### config.mk
export PLATFORM = sky130hd
export DESIGN_NAME = pipe_ctrl_hazard_flat
export DESIGN_NICKNAME = d
export VERILOG_FILES = /design/src/rtl/pipe_ctrl_hazard_pkg.sv /design/src/rtl/pipe_ctrl_hazard_if.sv /design/src/rtl/pipe_ctrl_hazard_hazard.sv /design/src/rtl/pipe_ctrl_hazard.sv /design/src/flat_wrapper.sv
export SDC_FILE = /design/constraint.sdc
export NUM_CORES = 1
export LEC_CHECK = 0
export BUFFER_PORTS_ARGS = -buffer_cell sky130_fd_sc_hd__buf_4
export CORE_MARGIN = 1
export CORE_UTILIZATION = 56
export CTS_CLUSTER_SIZE = 30
export DETAILED_ROUTE_END_ITERATION = 6
export PLACE_DENSITY = 0.84
export SLEW_MARGIN = 25
export SYNTH_ARGS = -nofsm -noshare
export SYNTH_HDL_FRONTEND = slang
export SYNTH_HIERARCHICAL = 1
export SYNTH_SLANG_ARGS = --single-unit
export TNS_END_PERCENT = 5
### constraint.sdc
create_clock -name clk -period 3.4 [get_ports clk]
set_input_delay 0.51 -clock clk [delete_from_list [all_inputs] [get_ports clk]]
set_output_delay 0.51 -clock clk [all_outputs]
set_load 0.005 [all_outputs]
### src/rtl/pipe_ctrl_hazard_pkg.sv
// pipe_ctrl_pkg: shared opcodes, forward encodings and stage bundles for the RV32I control path
// Contents: opcode constants, forward-select encodings, ctrl_t decode bundle,
//           ex_t ID/EX register contents, fwd_sel helper.
package pipe_ctrl_pkg;
    localparam logic [6:0] OP_LOAD   = 7'b0000011;
    localparam logic [6:0] OP_STORE  = 7'b0100011;
    localparam logic [6:0] OP_R      = 7'b0110011;
    localparam logic [6:0] OP_BRANCH = 7'b1100011;
    localparam logic [6:0] OP_IALU   = 7'b0010011;
    localparam logic [1:0] FWD_RF  = 2'b00;
    localparam logic [1:0] FWD_MEM = 2'b10;
    localparam logic [1:0] FWD_WB  = 2'b01;
    typedef struct packed {
        logic       reg_write;
        logic [1:0] imm_src;
        logic       alu_src;
        logic       mem_write;
        logic       result_src;
        logic       branch;
        logic [1:0] alu_op;
    } ctrl_t;
    localparam ctrl_t BUBBLE = '0;
    typedef struct packed {
        logic       reg_write;
        logic       alu_src;
        logic       mem_write;
        logic       result_src;
        logic       branch;
        logic [1:0] alu_op;
        logic [2:0] funct3;
        logic       funct7b5;
        logic [4:0] rs1;
        logic [4:0] rs2;
        logic [4:0] rd;
    } ex_t;
    // EX/MEM has priority over MEM/WB; x0 is never forwarded
    function automatic logic [1:0] fwd_sel(logic [4:0] rs, logic rw_m, logic [4:0] rd_m,
                                           logic rw_w, logic [4:0] rd_w);
        return (rw_m && |rd_m && rd_m == rs) ? FWD_MEM :
               (rw_w && |rd_w && rd_w == rs) ? FWD_WB : FWD_RF;
    endfunction
endpackage

### src/rtl/pipe_ctrl_hazard_if.sv
// pipe_ctrl_hazard_if: bundle between the datapath and the control/hazard sequencer
// master: datapath side (drives InstrD, ZeroE, MemReadyM; receives controls)
// slave:  sequencer side (pipe_ctrl_hazard)
interface pipe_ctrl_hazard_if;
    logic [31:0] InstrD;
    logic        ZeroE;
    logic        MemReadyM;
    logic [1:0]  ImmSrcD;
    logic        RegWriteE, RegWriteM, RegWriteW;
    logic        MemWriteM, ResultSrcW, ALUSrcE;
    logic [1:0]  ALUOpE;
    logic [2:0]  Funct3E;
    logic        Funct7b5E, PCSrcE;
    logic        StallF, StallD, FlushD;
    logic [1:0]  ForwardAE, ForwardBE;
    logic        MemErr;
    modport master (
        output InstrD, ZeroE, MemReadyM,
        input  ImmSrcD, RegWriteE, RegWriteM, RegWriteW, MemWriteM, ResultSrcW, ALUSrcE,
               ALUOpE, Funct3E, Funct7b5E, PCSrcE, StallF, StallD, FlushD,
               ForwardAE, ForwardBE, MemErr
    );
    modport slave (
        input  InstrD, ZeroE, MemReadyM,
        output ImmSrcD, RegWriteE, RegWriteM, RegWriteW, MemWriteM, ResultSrcW, ALUSrcE,
               ALUOpE, Funct3E, Funct7b5E, PCSrcE, StallF, StallD, FlushD,
               ForwardAE, ForwardBE, MemErr
    );
endinterface

### src/rtl/pipe_ctrl_hazard_hazard.sv
// hazard_unit: combinational memory-stall, branch, load-use and forwarding decisions
// In:  ID source regs + operand usage, EX/MEM/WB stage fields, ZeroE, MemReadyM
// Out: mem_stall, pc_src (also FlushD), stall (StallF/StallD), flush_e (ID/EX bubble), fwd_a/fwd_b
module hazard_unit
    import pipe_ctrl_pkg::*;
(
    input  logic [4:0] rs1_d,
    input  logic [4:0] rs2_d,
    input  logic       uses_rs1,
    input  logic       uses_rs2,
    input  logic [4:0] rs1_e,
    input  logic [4:0] rs2_e,
    input  logic [4:0] rd_e,
    input  logic       result_src_e,
    input  logic       branch_e,
    input  logic       zero_e,
    input  logic       reg_write_m,
    input  logic       mem_write_m,
    input  logic       result_src_m,
    input  logic       mem_ready_m,
    input  logic [4:0] rd_m,
    input  logic       reg_write_w,
    input  logic [4:0] rd_w,
    output logic       mem_stall,
    output logic       pc_src,
    output logic       stall,
    output logic       flush_e,
    output logic [1:0] fwd_a,
    output logic [1:0] fwd_b
);
    logic load_use;
    always_comb begin
        mem_stall = (mem_write_m | result_src_m) & ~mem_ready_m;
        load_use  = result_src_e & |rd_e & ((uses_rs1 & rd_e == rs1_d) | (uses_rs2 & rd_e == rs2_d));
        // a frozen pipeline must not redirect; the branch resolves once memory releases
        pc_src    = ~mem_stall & branch_e & zero_e;
        stall     = mem_stall | (~pc_src & load_use);
        flush_e   = ~mem_stall & (pc_src | load_use);
        fwd_a     = fwd_sel(rs1_e, reg_write_m, rd_m, reg_write_w, rd_w);
        fwd_b     = fwd_sel(rs2_e, reg_write_m, rd_m, reg_write_w, rd_w);
    end
endmodule

### src/rtl/pipe_ctrl_hazard.sv
// pipe_ctrl_hazard: RV32I 5-stage control path with decode, stage control registers and hazards
// clk, rst: pipeline clock, asynchronous active-high reset
// bus (slave): InstrD/ZeroE/MemReadyM in; decode, per-stage controls, stall/flush/forward, MemErr out
module pipe_ctrl_hazard
    import pipe_ctrl_pkg::*;
#(
    parameter int MEM_TIMEOUT = 16,
    parameter int CNT_W       = 5
) (
    input logic              clk,
    input logic              rst,
    pipe_ctrl_hazard_if.slave bus
);
    ctrl_t            ctrl_d;
    logic             uses_rs1, uses_rs2;
    logic [6:0]       op;
    ex_t              ex_d, ex;
    logic             reg_write_m, mem_write_m, result_src_m;
    logic [4:0]       rd_m;
    logic             reg_write_w, result_src_w;
    logic [4:0]       rd_w;
    logic [CNT_W-1:0] cnt, cnt_nxt;
    logic             mem_err;
    logic             mem_stall, pc_src, stall, flush_e;
    logic [1:0]       fwd_a, fwd_b;
    logic             unused_instr;
    assign op           = bus.InstrD[6:0];
    assign unused_instr = ^{bus.InstrD[31], bus.InstrD[29:25]};
    always_comb begin
        ctrl_d = BUBBLE;
        case (op)
            OP_LOAD:   ctrl_d = ctrl_t'(9'b1_00_1_0_1_0_00);
            OP_STORE:  ctrl_d = ctrl_t'(9'b0_01_1_1_0_0_00);
            OP_R:      ctrl_d = ctrl_t'(9'b1_00_0_0_0_0_10);
            OP_BRANCH: ctrl_d = ctrl_t'(9'b0_10_0_0_0_1_01);
            OP_IALU:   ctrl_d = ctrl_t'(9'b1_00_1_0_0_0_00);
            default:   ctrl_d = BUBBLE;
        endcase
        uses_rs1 = op inside {OP_LOAD, OP_STORE, OP_R, OP_BRANCH, OP_IALU};
        uses_rs2 = op inside {OP_STORE, OP_R, OP_BRANCH};
        ex_d = '{ctrl_d.reg_write, ctrl_d.alu_src, ctrl_d.mem_write, ctrl_d.result_src,
                 ctrl_d.branch, ctrl_d.alu_op, bus.InstrD[14:12], bus.InstrD[30],
                 bus.InstrD[19:15], bus.InstrD[24:20], bus.InstrD[11:7]};
        cnt_nxt = mem_stall ? ((&cnt) ? cnt : cnt + 1'b1) : '0;
    end
    hazard_unit u_hazard (
        .rs1_d(bus.InstrD[19:15]), .rs2_d(bus.InstrD[24:20]),
        .uses_rs1(uses_rs1), .uses_rs2(uses_rs2),
        .rs1_e(ex.rs1), .rs2_e(ex.rs2), .rd_e(ex.rd),
        .result_src_e(ex.result_src), .branch_e(ex.branch), .zero_e(bus.ZeroE),
        .reg_write_m(reg_write_m), .mem_write_m(mem_write_m), .result_src_m(result_src_m),
        .mem_ready_m(bus.MemReadyM), .rd_m(rd_m),
        .reg_write_w(reg_write_w), .rd_w(rd_w),
        .mem_stall(mem_stall), .pc_src(pc_src), .stall(stall), .flush_e(flush_e),
        .fwd_a(fwd_a), .fwd_b(fwd_b)
    );
    // flush_e already implies no memory stall, so a stall simply holds ID/EX
    always_ff @(posedge clk or posedge rst)
        if (rst) ex <= '0;
        else if (!mem_stall) ex <= flush_e ? '0 : ex_d;
    always_ff @(posedge clk or posedge rst)
        if (rst) {reg_write_m, mem_write_m, result_src_m, rd_m} <= '0;
        else if (!mem_stall) {reg_write_m, mem_write_m, result_src_m, rd_m} <= {ex.reg_write, ex.mem_write, ex.result_src, ex.rd};
    // MEM/WB takes a bubble each stall cycle so the held M instruction retires only once
    always_ff @(posedge clk or posedge rst)
        if (rst) {reg_write_w, result_src_w, rd_w} <= '0;
        else {reg_write_w, result_src_w, rd_w} <= mem_stall ? 7'b0 : {reg_write_m, result_src_m, rd_m};
    always_ff @(posedge clk or posedge rst)
        if (rst) begin
            cnt     <= '0;
            mem_err <= 1'b0;
        end else begin
            cnt     <= cnt_nxt;
            mem_err <= mem_err | (cnt_nxt >= CNT_W'(MEM_TIMEOUT));
        end
    assign bus.ImmSrcD    = ctrl_d.imm_src;
    assign bus.RegWriteE  = ex.reg_write;
    assign bus.RegWriteM  = reg_write_m;
    assign bus.RegWriteW  = reg_write_w;
    assign bus.MemWriteM  = mem_write_m;
    assign bus.ResultSrcW = result_src_w;
    assign bus.ALUSrcE    = ex.alu_src;
    assign bus.ALUOpE     = ex.alu_op;
    assign bus.Funct3E    = ex.funct3;
    assign bus.Funct7b5E  = ex.funct7b5;
    assign bus.PCSrcE     = pc_src;
    assign bus.StallF     = stall;
    assign bus.StallD     = stall;
    assign bus.FlushD     = pc_src;
    assign bus.ForwardAE  = fwd_a;
    assign bus.ForwardBE  = fwd_b;
    assign bus.MemErr     = mem_err;
endmodule

### src/flat_wrapper.sv
// flat-port wrapper written by rule: the top's interface ports become plain ports
module pipe_ctrl_hazard_flat import pipe_ctrl_pkg::*;
#(
    parameter int MEM_TIMEOUT = 16,
    parameter int CNT_W       = 5
)
  (clk, rst, bus_InstrD, bus_ZeroE, bus_MemReadyM, bus_ImmSrcD, bus_RegWriteE, bus_RegWriteM, bus_RegWriteW, bus_MemWriteM, bus_ResultSrcW, bus_ALUSrcE, bus_ALUOpE, bus_Funct3E, bus_Funct7b5E, bus_PCSrcE, bus_StallF, bus_StallD, bus_FlushD, bus_ForwardAE, bus_ForwardBE, bus_MemErr);
  pipe_ctrl_hazard_if bus_i ();
  input logic clk;
  input logic rst;
  input wire logic [$bits(bus_i.InstrD)-1:0] bus_InstrD;
  input wire logic [$bits(bus_i.ZeroE)-1:0] bus_ZeroE;
  input wire logic [$bits(bus_i.MemReadyM)-1:0] bus_MemReadyM;
  output wire logic [$bits(bus_i.ImmSrcD)-1:0] bus_ImmSrcD;
  output wire logic [$bits(bus_i.RegWriteE)-1:0] bus_RegWriteE;
  output wire logic [$bits(bus_i.RegWriteM)-1:0] bus_RegWriteM;
  output wire logic [$bits(bus_i.RegWriteW)-1:0] bus_RegWriteW;
  output wire logic [$bits(bus_i.MemWriteM)-1:0] bus_MemWriteM;
  output wire logic [$bits(bus_i.ResultSrcW)-1:0] bus_ResultSrcW;
  output wire logic [$bits(bus_i.ALUSrcE)-1:0] bus_ALUSrcE;
  output wire logic [$bits(bus_i.ALUOpE)-1:0] bus_ALUOpE;
  output wire logic [$bits(bus_i.Funct3E)-1:0] bus_Funct3E;
  output wire logic [$bits(bus_i.Funct7b5E)-1:0] bus_Funct7b5E;
  output wire logic [$bits(bus_i.PCSrcE)-1:0] bus_PCSrcE;
  output wire logic [$bits(bus_i.StallF)-1:0] bus_StallF;
  output wire logic [$bits(bus_i.StallD)-1:0] bus_StallD;
  output wire logic [$bits(bus_i.FlushD)-1:0] bus_FlushD;
  output wire logic [$bits(bus_i.ForwardAE)-1:0] bus_ForwardAE;
  output wire logic [$bits(bus_i.ForwardBE)-1:0] bus_ForwardBE;
  output wire logic [$bits(bus_i.MemErr)-1:0] bus_MemErr;
  assign bus_i.InstrD = bus_InstrD;
  assign bus_i.ZeroE = bus_ZeroE;
  assign bus_i.MemReadyM = bus_MemReadyM;
  assign bus_ImmSrcD = bus_i.ImmSrcD;
  assign bus_RegWriteE = bus_i.RegWriteE;
  assign bus_RegWriteM = bus_i.RegWriteM;
  assign bus_RegWriteW = bus_i.RegWriteW;
  assign bus_MemWriteM = bus_i.MemWriteM;
  assign bus_ResultSrcW = bus_i.ResultSrcW;
  assign bus_ALUSrcE = bus_i.ALUSrcE;
  assign bus_ALUOpE = bus_i.ALUOpE;
  assign bus_Funct3E = bus_i.Funct3E;
  assign bus_Funct7b5E = bus_i.Funct7b5E;
  assign bus_PCSrcE = bus_i.PCSrcE;
  assign bus_StallF = bus_i.StallF;
  assign bus_StallD = bus_i.StallD;
  assign bus_FlushD = bus_i.FlushD;
  assign bus_ForwardAE = bus_i.ForwardAE;
  assign bus_ForwardBE = bus_i.ForwardBE;
  assign bus_MemErr = bus_i.MemErr;
  pipe_ctrl_hazard #(.MEM_TIMEOUT(MEM_TIMEOUT), .CNT_W(CNT_W)) u_core (.clk(clk), .rst(rst), .bus(bus_i));
endmodule
Word-level counts from Yosys, hierarchy flattened
Cells that the tools add are included.
{ "totals": {"in_bits": 36, "romBits": 0, "ramBits": 0, "ff_bits": 47, "latchBits": 0, "mem_count": 0, "out_inout_bits": 23, "elab_cells": 71} }
{ "classes": {"n_lt_le_gt_ge": 1, "n_bitwise": 17, "div": 0, "eq_ne": 11, "n_reduce_logical": 12, "muxes": 9, "shift": 0, "n_addsub": 1, "n_mul": 0} }
{ "op_table": {"columns": ["op", "count"], "rows": [
  ["$pmux W9 S5", 1],
  ["$eq A5 B5 Y1", 6],
  ["$mux W26", 1],
  ["$reduce_or A5 Y1", 3],
  ["$eq A7 B6 Y1 const B", 2],
  ["$mux W5", 2],
  ["$and A1 B1 Y1", 9],
  ["$eq A7 B2 Y1 const B", 1],
  ["$eq A7 B5 Y1 const B", 1],
  ["$eq A7 B7 Y1 const B", 1],
  ["$mux W7", 1],
  ["$logic_and A1 B1 Y1", 6],
  ["$add A5 B1 Y5 const B", 1],
  ["$ge A5 B5 Y1 const B", 1],
  ["$or A1 B1 Y1", 5],
  ["$reduce_and A5 Y1", 1],
  ["$reduce_bool A5 Y1", 1],
  ["$mux W2", 2],
  ["$not A1 Y1", 3],
  ["$reduce_bool A3 Y1", 1],
  ["$mux W1", 2]
]} }

Logic depth before layout (Yosys ltp)
Gate-level depths: netlist (run 1).
{ "logic_depth": {"word_depth": 8, "depth_mapped": 8, "mapped_depth_nobuf": 8} }

Cells and area by module
Netlist (run 1), hierarchy kept.
{ "by_module_without_submodules": {"columns": ["mod", "seq_area_each_um2", "n_inst", "cells_each", "area_per_inst_um2"], "rows": [
  ["pipe_ctrl_hazard", 1151.1, 1, 135, 1856.8],
  ["hazard_unit", 0.0, 1, 56, 436.7]
]} }

Worst setup path after synthesis (run 1)
OpenSTA, ideal clock, no wires.
{ "synth_path": {"path_kind": "input port to output port", "from": "in bus_InstrD[2]", "to": "out bus_StallF", "path_stages": 6, "setup_slack_ps": 1308, "n_path_buf": 1, "t_arrival_ps": 1582, "required_ps": 2890, "cell_sequence": "and4bb_2 > and3_2 > and2_0 > a32oi_1 > o21ai_0 > buf_4"} }
{ "synth_between": {"elab_chain_len": 7, "elab_cells_between_ends": 13, "cone_classes": "eq/ne (5); bitwise (6); reduce/logical (2)"} }
{ "synth_rtl": {"columns": ["item", "line", "source"], "rows": [
  ["from (decl)", "flat_wrapper.sv:11", "input wire logic [$bits(bus_i.InstrD)-1:0] bus_InstrD;"],
  ["$eq A7 B6 Y1 or $eq A7 B7 Y1 (tied branches)", "pipe_ctrl_hazard.sv:40", "uses_rs2 = op inside {OP_STORE, OP_R, OP_BRANCH};"],
  ["$reduce_bool A3 Y1 *", "pipe_ctrl_hazard.sv:40", null],
  ["via u_core.uses_rs2", "pipe_ctrl_hazard.sv:15", "logic uses_rs1, uses_rs2;"],
  ["$and A1 B1 Y1 *", "pipe_ctrl_hazard_hazard.sv:34", "load_use = result_src_e & |rd_e & ((uses_rs1 & rd_e == rs1_d) | (uses_rs2 & rd_e == rs2_d));"],
  ["$or A1 B1 Y1 *", "pipe_ctrl_hazard_hazard.sv:34", null],
  ["$and A1 B1 Y1 *", "pipe_ctrl_hazard_hazard.sv:34", null],
  ["$and A1 B1 Y1 *", "pipe_ctrl_hazard_hazard.sv:37", "stall = mem_stall | (~pc_src & load_use);"],
  ["$or A1 B1 Y1 *", "pipe_ctrl_hazard_hazard.sv:37", null],
  ["to (decl)", "flat_wrapper.sv:25", "output wire logic [$bits(bus_i.StallF)-1:0] bus_StallF;"]
]} }
Mark *: on every way through the listed nets, which the timed path passes. The rest lies on a longest branch.

Worst setup path in the final report (run 1)
{ "layout_path": {"from": "reg u_core/ex[3] (netlist name)", "to": "out bus_StallD"} }
{ "layout_between": {"elab_chain_len": 6, "elab_cells_between_ends": 10, "cone_classes": "eq/ne (2); bitwise (7); reduce/logical (1)"} }
{ "layout_rtl": {"columns": ["item", "line", "source"], "rows": [
  ["from (decl)", "pipe_ctrl_hazard.sv:17", "ex_t ex_d, ex;"],
  ["from (signal assigned)", "pipe_ctrl_hazard.sv:60", "else if (!mem_stall) ex <= flush_e ? '0 : ex_d;"],
  ["$eq A5 B5 Y1", "pipe_ctrl_hazard_hazard.sv:34", null],
  ["$and A1 B1 Y1", "pipe_ctrl_hazard_hazard.sv:34", null],
  ["$or A1 B1 Y1", "pipe_ctrl_hazard_hazard.sv:34", null],
  ["$and A1 B1 Y1 *", "pipe_ctrl_hazard_hazard.sv:34", null],
  ["$and A1 B1 Y1 *", "pipe_ctrl_hazard_hazard.sv:37", null],
  ["$or A1 B1 Y1 *", "pipe_ctrl_hazard_hazard.sv:37", null],
  ["to (decl)", "flat_wrapper.sv:26", "output wire logic [$bits(bus_i.StallD)-1:0] bus_StallD;"]
]} }
Mark *: on every way between the ends. The rest lies on a longest branch, timed or not.

==> PnR_summary.wiki, run 1 <==
{| class="wikitable"
! Metric !! Value
|-
| Run status || completed
|-
| Setup slack, reg-to-reg || around 1.2 ns
|-
| Top_reg_cell synth || dfrtp_1
|-
| Remaining Overflow, GRT || 0
|-
| Number of standard-cell rows in the floorplan || 22
|-
| Yosys top cell by area || dfrtp_1
|-
| I/O pin cnt || 59
|-
| Global-route wire length before repair || roughly 7500 microns
|-
| Initial drt markers || just over 70
|-
| First-pass iteration count of the detailed router || 4
|-
| Instance count of the mapped netlist || between 150 and 200
|-
| Share of the synthesized area in compound gates (AO/OA/AOI/OAI) || around 14%
|-
| Starting density of the core || around three fifths
|-
| Multiplexer fraction of the synthesized cell area || under 10%
|-
| CP endpoint kind || output port
|-
| Most frequently used cell type in the post-synthesis netlist || dfrtp_1
|-
| List of most frequent post-synthesis cells || 46 x dfrtp_1, 24 x xor2_1, 20 x a22o_1
|-
| Post-synthesis sequential element count || between 40 and 50
|-
| Via density || between 5 and 6
|-
| Power per standard cell area || 403 mW/mm^2
|-
| Global placer's final weighted congestion || between 0.8 and 0.9
|-
| Final worst path period share || around three quarters
|-
| Max Cap Viol || 0
|-
| Maximum fanout encountered on the critical timing path || 5
|-
| Final HPWL DP || approximately 3500 microns
|-
| Count of distinct cell types in the synthesized netlist || 43
|-
| Maximum count of clock buffers along a single path || 2
|-
| Total area of multi-input combinational cells || roughly 0.0010 sq mm
|-
| Setup TNS Final || 0 ns
|-
| Least-Margin Pin Slew || 0.851 ns
|-
| Via count of the routed design || around 1600
|-
| Mean instance size in the synthesized netlist || 12.0 sq um
|-
| Height of the chip || 66.0 microns
|-
| Number of failing hold endpoints at the final stage || 0
|-
| Min-delay worst type || in -> async
|-
| Yosys warning total || 6
|-
| R2R Path End || u_core/bus.Funct3E[0]
|-
| Antenna violations before repair || 0
|-
| Fillers || around 270
|-
| Dominant cells by area after synthesis || dfrtp_1 50%, xor2_1 9.2%, a22o_1 7.6%, mux2_2 3.9%, xnor2_1 3.4%
|-
| Area fraction in and, or, nand and nor cells after synthesis || between 10% and 20%
|-
| Count of nets left with antenna violations after detail routing || 0
|-
| Register-to-Register Path Depth || 6
|-
| Worst setup skew after layout || slightly above 0.009 ns
|-
| Post-CTS setup-driven buffer insertion count || 0
|-
| Relative area change from synthesis to final layout || 21.1%
|-
| Maximum resistive drop on vdd || between 0.2 and 0.3 mV
|-
| Portion of the post-synthesis area used by sequential elements || roughly 50%
|-
| Capture point of the critical path || bus_StallD
|-
| Diode count || 0
|-
| Highest achievable clock rate || approximately 400 MHz
|-
| Launch instance of the worst register-to-register path || u_core/ex[1]
|-
| XOR/XNOR share of the synthesized area || about 13%
|-
| Vias in the first global route || approximately 1500
|-
| Layout cell share with drive strength beyond 1 || approximately 36%
|-
| Arrival time of the worst setup path || between 2 and 2.5 ns
|-
| Insertion delay to the later sink of the worst-skew pair || 0.30 ns
|-
| Setup crit start kind || flip-flop
|-
| Number of nets in the layout || between 200 and 300
|-
| Post-synthesis net count || between 200 and 250
|-
| CTS sink cnt || 46
|-
| Number of enable flip-flop cells after synthesis || 0
|-
| Relative slew slack || 42.9%
|-
| Clock slew at the register clock pins of the worst setup and hold paths || around 0.09 ns
|-
| Final instance area || around 0.0028 sq mm
|-
| Final Slew Violations || 0
|-
| Resized Gates After CTS || 0
|-
| Required time at the endpoint of the critical path || 2.89 ns
|-
| Setup-failing EPs final || 0
|-
| Count of input and output buffers || 52
|-
| Post-detailed-placement cell area || roughly 0.0027 sq mm
|-
| Clock tree root driver cell || clkbuf_8
|-
| Unrepaired setup endpoints after global routing || false
|-
| Combinational family with the most area after synthesis || compound AO/OA/AOI/OAI gates
|-
| Placeable core area || 0.00380 sq mm
|-
| Post-synthesis adder-cell area fraction || 0.546%
|-
| Largest net degree at the start of global routing || 29
|-
| Total Routing Usage GR || between 20% and 30%
|-
| Overall die area || around 0.0044 sq mm
|-
| Sequential cell area || ~0.0012 sq mm
|-
| Routed WL || approximately 4600 microns
|-
| Post-CTS Hold Fix Bufs || 0
|-
| Kind of critical path || reg -> out
|-
| TritonCTS clock tree || done
|-
| WL/cell || 16.0 microns
|-
| Top cell type's share of synthesized area || about 50%
|-
| Total clock buffers created by CTS || 5
|-
| Leakage component of the power || around 1.3 nW
|-
| Source of the critical timing path || u_core/ex[3]
|-
| Post-synth design cell area || ~0.0023 sq mm
|-
| H-tree lvl count || 2
|-
| Total DRC errors in the routed layout || 0
|-
| Min Clock Period, post-route || between 2 and 3 ns
|-
| Proportion of synthesized flip-flops having asynchronous set or reset || 100%
|-
| X dimension of the die || 66.0 microns
|}
==> sequential cells by signal, indices dropped and copies added (netlist names) <==
signal	flops
u_core/bus.MemErr	1
u_core/bus.RegWriteW	1
u_core/bus.ResultSrcW	1
u_core/bus.MemWriteM	1
u_core/cnt	5
u_core/bus.ALUOpE	2
u_core/bus.Funct7b5E	1
u_core/bus.RegWriteM	1
u_core/ex	17
u_core/bus.ALUSrcE	1
u_core/rd_m	5
u_core/rd_w	5
u_core/bus.RegWriteE	1
u_core/bus.Funct3E	3
u_core/result_src_m	1
==> layout by cell type (no fill, tap or decap), drive strengths merged, types with 2 or more instances in the layout <==
master | Yosys | routed
or4 | 5 | 5
xor2 | 24 | 24
and2 | 2 | 2
nand2 | 8 | 8
nand3 | 4 | 4
nor2 | 5 | 5
xnor2 | 9 | 9
o211ai | 2 | 2
o31ai | 3 | 3
o21ai | 3 | 3
and3 | 2 | 2
a21oi | 2 | 2
nor2b | 10 | 10
dfrtp | 46 | 46
clkinvlp | 0 | 2
a22o | 20 | 20
clkbuf | 2 | 5
or2 | 2 | 2
buf | 13 | 56
a21boi | 2 | 2
nor4 | 6 | 6
mux2 | 8 | 8
==> metal layers <==
layer	vias up	GRT usage, %	wire length (microns)
li1	777	-	-
met1	798	30.3	2010
met2	46	38.5	2320
met3	5	5.86	212
met4	0	8.24	57
met5	-	0	0
==> worst max-delay path: stages (launching register included) <==
cell and delay [ns]:
dfrtp_1 0.44, xor2_1 0.19, nor4_1 0.44, a32oi_1 0.20
o21ai_0 0.28, buf_4 0.16
==> cells by family (layout without fill, tap and decap cells) <==
| group | Yosys count | in the layout |
|---|---|---|
| DFF | 46 | 46 |
| muxes | 9 | 9 |
| AOI/OAI and AO/OA | 37 | 37 |
| adders and majority gates | 1 | 1 |
| buffers and inverters | 17 | 66 |
| and+or+nand+nor | 48 | 48 |
| xor gates and xnor gates | 33 | 33 |
==> where the power goes <==
group	switching [W]	total (W)	internal, W
logic	0.0000503	0.000115	0.0000652
clock network	0.000188	0.000407	0.000219
registers	0.0000282	0.000597	0.000568
total	0.000267	0.00112	0.000852
==> stage by stage <==
step | power, W | utilization [%] | hold WS, ns | cells | worst slack (ns)
floorplan | 0.000667 | - | 0.457 | 191 | 1.31
global placement | 0.000717 | 70.1 | 0.455 | 280 | 1.06
detailed placement | 0.000724 | 70.1 | 0.475 | 280 | 1.01
CTS | 0.00113 | 73.1 | 0.284 | 288 | 0.872
global route | 0.00117 | 73.1 | 0.311 | 288 | 0.770
finish | 0.00112 | 73.1 | 0.271 | 288 | 0.880
==> area by class of cell <==
class,count,area share [%]
clock inverter,3,1.62
sequential,46,41.4
inverter,2,0.270
tap,48,2.16
multi-input combinational,128,36.9
clock buffer,5,2.48
timing repair buffer,56,15.1
==> worst min-delay path by stage <==
stage                     slack, ns              start  cells past startpoint                    end
after global placement         0.45  u_core/bus.MemErr                      1      u_core/bus.MemErr
after detailed placement       0.48      u_core/ex[23]                      2          u_core/ex[23]
after global routing           0.31                rst                      2         u_core/rd_w[1]
final                          0.27                rst                      2  u_core/bus.ResultSrcW
after CTS                      0.28                rst                      2         u_core/rd_w[1]
after floorplan                0.46      u_core/ex[23]                      2          u_core/ex[23]
(Power assumes the default switching activity.)
==> run 2: changes to the inputs <==
- ABC_AREA: unset -> 1
- CORE_UTILIZATION: 56 -> 53
- PLACE_DENSITY: 0.84 -> 0.79
- clock period: 3.4 -> 2.52 ns (I/O delays scaled with it)
==> run 2 against run 1 <==
- final cell count increased by 38%
- wire length rose by 7.8%
- critical endpoint is now bus_StallF
- largest power group unchanged
- die area up 12%
==> PnR_summary.wiki, run 2 <==
{| class="wikitable"
! Metric !! Value
|-
| Run status || completed
|-
| Post-synthesis sequential element count || 46
|-
| Starting density of the core || between 50% and 60%
|-
| Post-detailed-placement cell area || 0.00281 sq mm
|-
| Proportion of synthesized flip-flops having asynchronous set or reset || between 90% and 100%
|-
| Final Slew Violations || 0
|-
| Min Clock Period, post-route || slightly below 2 ns
|-
| WL/cell || ~12 microns
|-
| Leakage component of the power || 1.59 nW
|-
| Global-route wire length before repair || between 8000 and 9000 microns
|-
| Number of flip-flops under the largest register name || 17
|-
| Count of nets left with antenna violations after detail routing || 0
|-
| Overall die area || between 0.004 and 0.005 sq mm
|-
| Count of distinct cell types in the synthesized netlist || 24
|-
| Post-placement cell count || a little under 400
|-
| Resized Gates After CTS || 0
|-
| Layout cell share with drive strength beyond 1 || 20.5%
|-
| Setup-failing EPs final || 0
|-
| Portion of the post-synthesis area used by sequential elements || a little under half
|-
| Min-delay worst type || in -> async
|-
| I/O pin cnt || between 50 and 60
|-
| Most common cell after layout, fill and taps aside || nand2_1
|-
| H-tree lvl count || 2
|-
| Max Cap Viol || 0
|-
| Number of standard-cell rows in the floorplan || 24
|-
| Insertion delay to the later sink of the worst-skew pair || 0.30 ns
|-
| Min setup slack post-route || approximately 0.54 ns
|-
| Maximum count of clock buffers along a single path || 2
|-
| Post-synthesis net count || approximately 340
|-
| Power per standard cell area || 522 mW/mm^2
|-
| List of most frequent post-synthesis cells || 78 x nand2_1, 46 x dfrtp_1, 38 x nor2_1
|-
| First-pass iteration count of the detailed router || 4
|-
| Antenna violations before repair || 0
|-
| Dominant cells by area after synthesis || dfrtp_1 47%, nand2_1 12%, nor2_1 5.8%, inv_1 5.7%, a22o_1 5.0%
|-
| Kind of critical path || in -> out
|-
| Unrepaired setup endpoints after global routing || false
|-
| CP endpoint kind || output port
|-
| Total DRC errors in the routed layout || 0
|-
| Initial drt markers || 70
|-
| Relative area change from synthesis to final layout || 19.5%
|-
| Number of nets in the layout || 382
|-
| Maximum fanout encountered on the critical timing path || 9
|-
| Yosys warning total || 6
|-
| Post-CTS setup-driven buffer insertion count || 0
|-
| Final HPWL DP || 3640 microns
|-
| Setup crit start kind || input pin
|-
| Mean instance size in the synthesized netlist || slightly above 8 sq um
|-
| Leading cell types in the layout, fill and taps excluded || 78 x nand2_1, 55 x buf_4, 46 x dfrtp_1
|-
| Required time at the endpoint of the critical path || 2.14 ns
|-
| Count of input and output buffers || 52
|-
| Post-synth design cell area || about 0.0024 sq mm
|-
| Yosys top cell by area || dfrtp_1
|-
| X dimension of the die || about 70 microns
|-
| Relative slew slack || between 60% and 70%
|-
| Diode count || 0
|-
| Total clock buffers created by CTS || 5
|-
| Number of failing hold endpoints at the final stage || 0
|-
| Clock slew at the register clock pins of the worst setup and hold paths || 0.08 ns
|-
| Count of non-filler cells in the finished layout || 398
|-
| Worst setup skew after layout || ~0.0043 ns
|-
| Vias in the first global route || 1890
|-
| Pre-CTS worst setup slack || 0.462 ns
|-
| Most frequently used cell type in the post-synthesis netlist || nand2_1
|-
| Largest net degree at the start of global routing || 47
|-
| Via count of the routed design || between 1500 and 2000
|-
| Via density || 5.01
|-
| Arrival time of the worst setup path || between 1.5 and 2 ns
|-
| CTS sink cnt || 46
|-
| Total Routing Usage GR || ~22%
|-
| Clock tree root driver cell || clkbuf_8
|-
| Setup TNS Final || 0 ns
|-
| Remaining Overflow, GRT || 0
|-
| Worst slack on hold paths || 0.215 ns
|-
| Number of enable flip-flop cells after synthesis || 0
|-
| Least-Margin Pin Slew || roughly 0.56 ns
|-
| TritonCTS clock tree || done
|-
| Routed WL || ~5000 microns
|-
| Instance count of the mapped netlist || 298
|-
| Post-CTS Hold Fix Bufs || 0
|-
| Top cell type's share of synthesized area || 47.2%
|-
| Placeable core area || 0.00438 sq mm
|-
| Global placer's final weighted congestion || approximately 0.84
|-
| Maximum resistive drop on vdd || approximately 0.35 mV
|-
| Final instance area || a little under 0.003 sq mm
|-
| Height of the chip || 69.9 microns
|-
| Highest achievable clock rate || around 500 MHz
|-
| Final worst path period share || 78.6%
|-
| Register containing the most flip-flops in the final layout || u_core/ex
|-
| Top_reg_cell synth || dfrtp_1
|}
run 2: cell types whose count changed in the layout (fill, tap and decap cells not counted), moves of 4 or more:
cell,previous run,this run
xor2_1,24,9
nor2b_1,9,0
inv_2,0,4
nand2_1,7,78
mux2_2,8,0
nor2_1,5,37
o21ai_0,1,10
or4_1,5,0
nand3_1,4,17
nor4_1,4,0
a22o_1,20,14
inv_1,1,36
run 2: cell type report:
cell class / count / area [sq um]
clock buffers: 7 / 76.3
clock inverters: 1 / 30.0
fillers: 382 / 1470
inverters: 40 / 150
multi-input cells: 197 / 1030
flip-flops and latches: 46 / 1150
well taps: 52 / 65.1
repair buffers: 55 / 413
run 2: metrics by stage:
step | utilization [%] | power, W
3_3_place_gp | 64.1 | 0.000989
3_5_place_dp | 64.1 | 0.000995
4_1_cts | 66.5 | 0.00154
2_1_floorplan | - | 0.000918
6_report | 66.5 | 0.00152
5_1_grt | 66.5 | 0.00159
run 2: final timing paths:
kind                       depth (start not counted)              endpoint  slack (ns)           start
setup / recovery                                  11            bus_StallF        0.54   bus_InstrD[3]
hold / removal                                     3        u_core/rd_m[0]        0.22             rst
setup reg to reg                                  10  u_core/bus.RegWriteE        0.74    u_core/ex[0]
hold reg to reg                                    2  u_core/bus.MemWriteM        0.48   u_core/ex[23]
max in group asynchronous                          3          u_core/ex[8]        1.92             rst
min in group clk                                   3          u_core/ex[4]        0.29  bus_InstrD[11]
run 2: report_power, final:
part / leakage [nW] / internal [W] / switching, W
logic: 0.967 / 0.0000898 / 0.0000827
clock network: 0.0524 / 0.000297 / 0.000247
registers: 0.573 / 0.000768 / 0.0000384
run 2: logic make-up after synthesis:
| family | after synthesis | synth area share [%] |
|---|---|---|
| DFF | 46 | 47.2 |
| and+or+nand+nor | 143 | 25.1 |
| xor gates and xnor gates | 21 | 7.53 |
| AOI/OAI and AO/OA | 32 | 8.97 |
| buffers and inverters | 55 | 10.7 |
| adders and majority gates | 1 | 0.512 |
run 2: worst max-delay path: stages:
cell and delay (ns):
buf_4 0.12, nor3_4 0.31, nand2_1 0.13, nand2_1 0.09
nand2_1 0.06, nor2_1 0.10, nand3_1 0.08, nand2_1 0.08
nand3_1 0.07, nand2_1 0.08, buf_4 0.11
run 2: metal layers:
layer / global-route usage, % / share of wire [%]
met5: 0 / 0
met4: 8.22 / 1.8
met3: 5.19 / 4.6
met2: 36.9 / 48
met1: 27.9 / 45
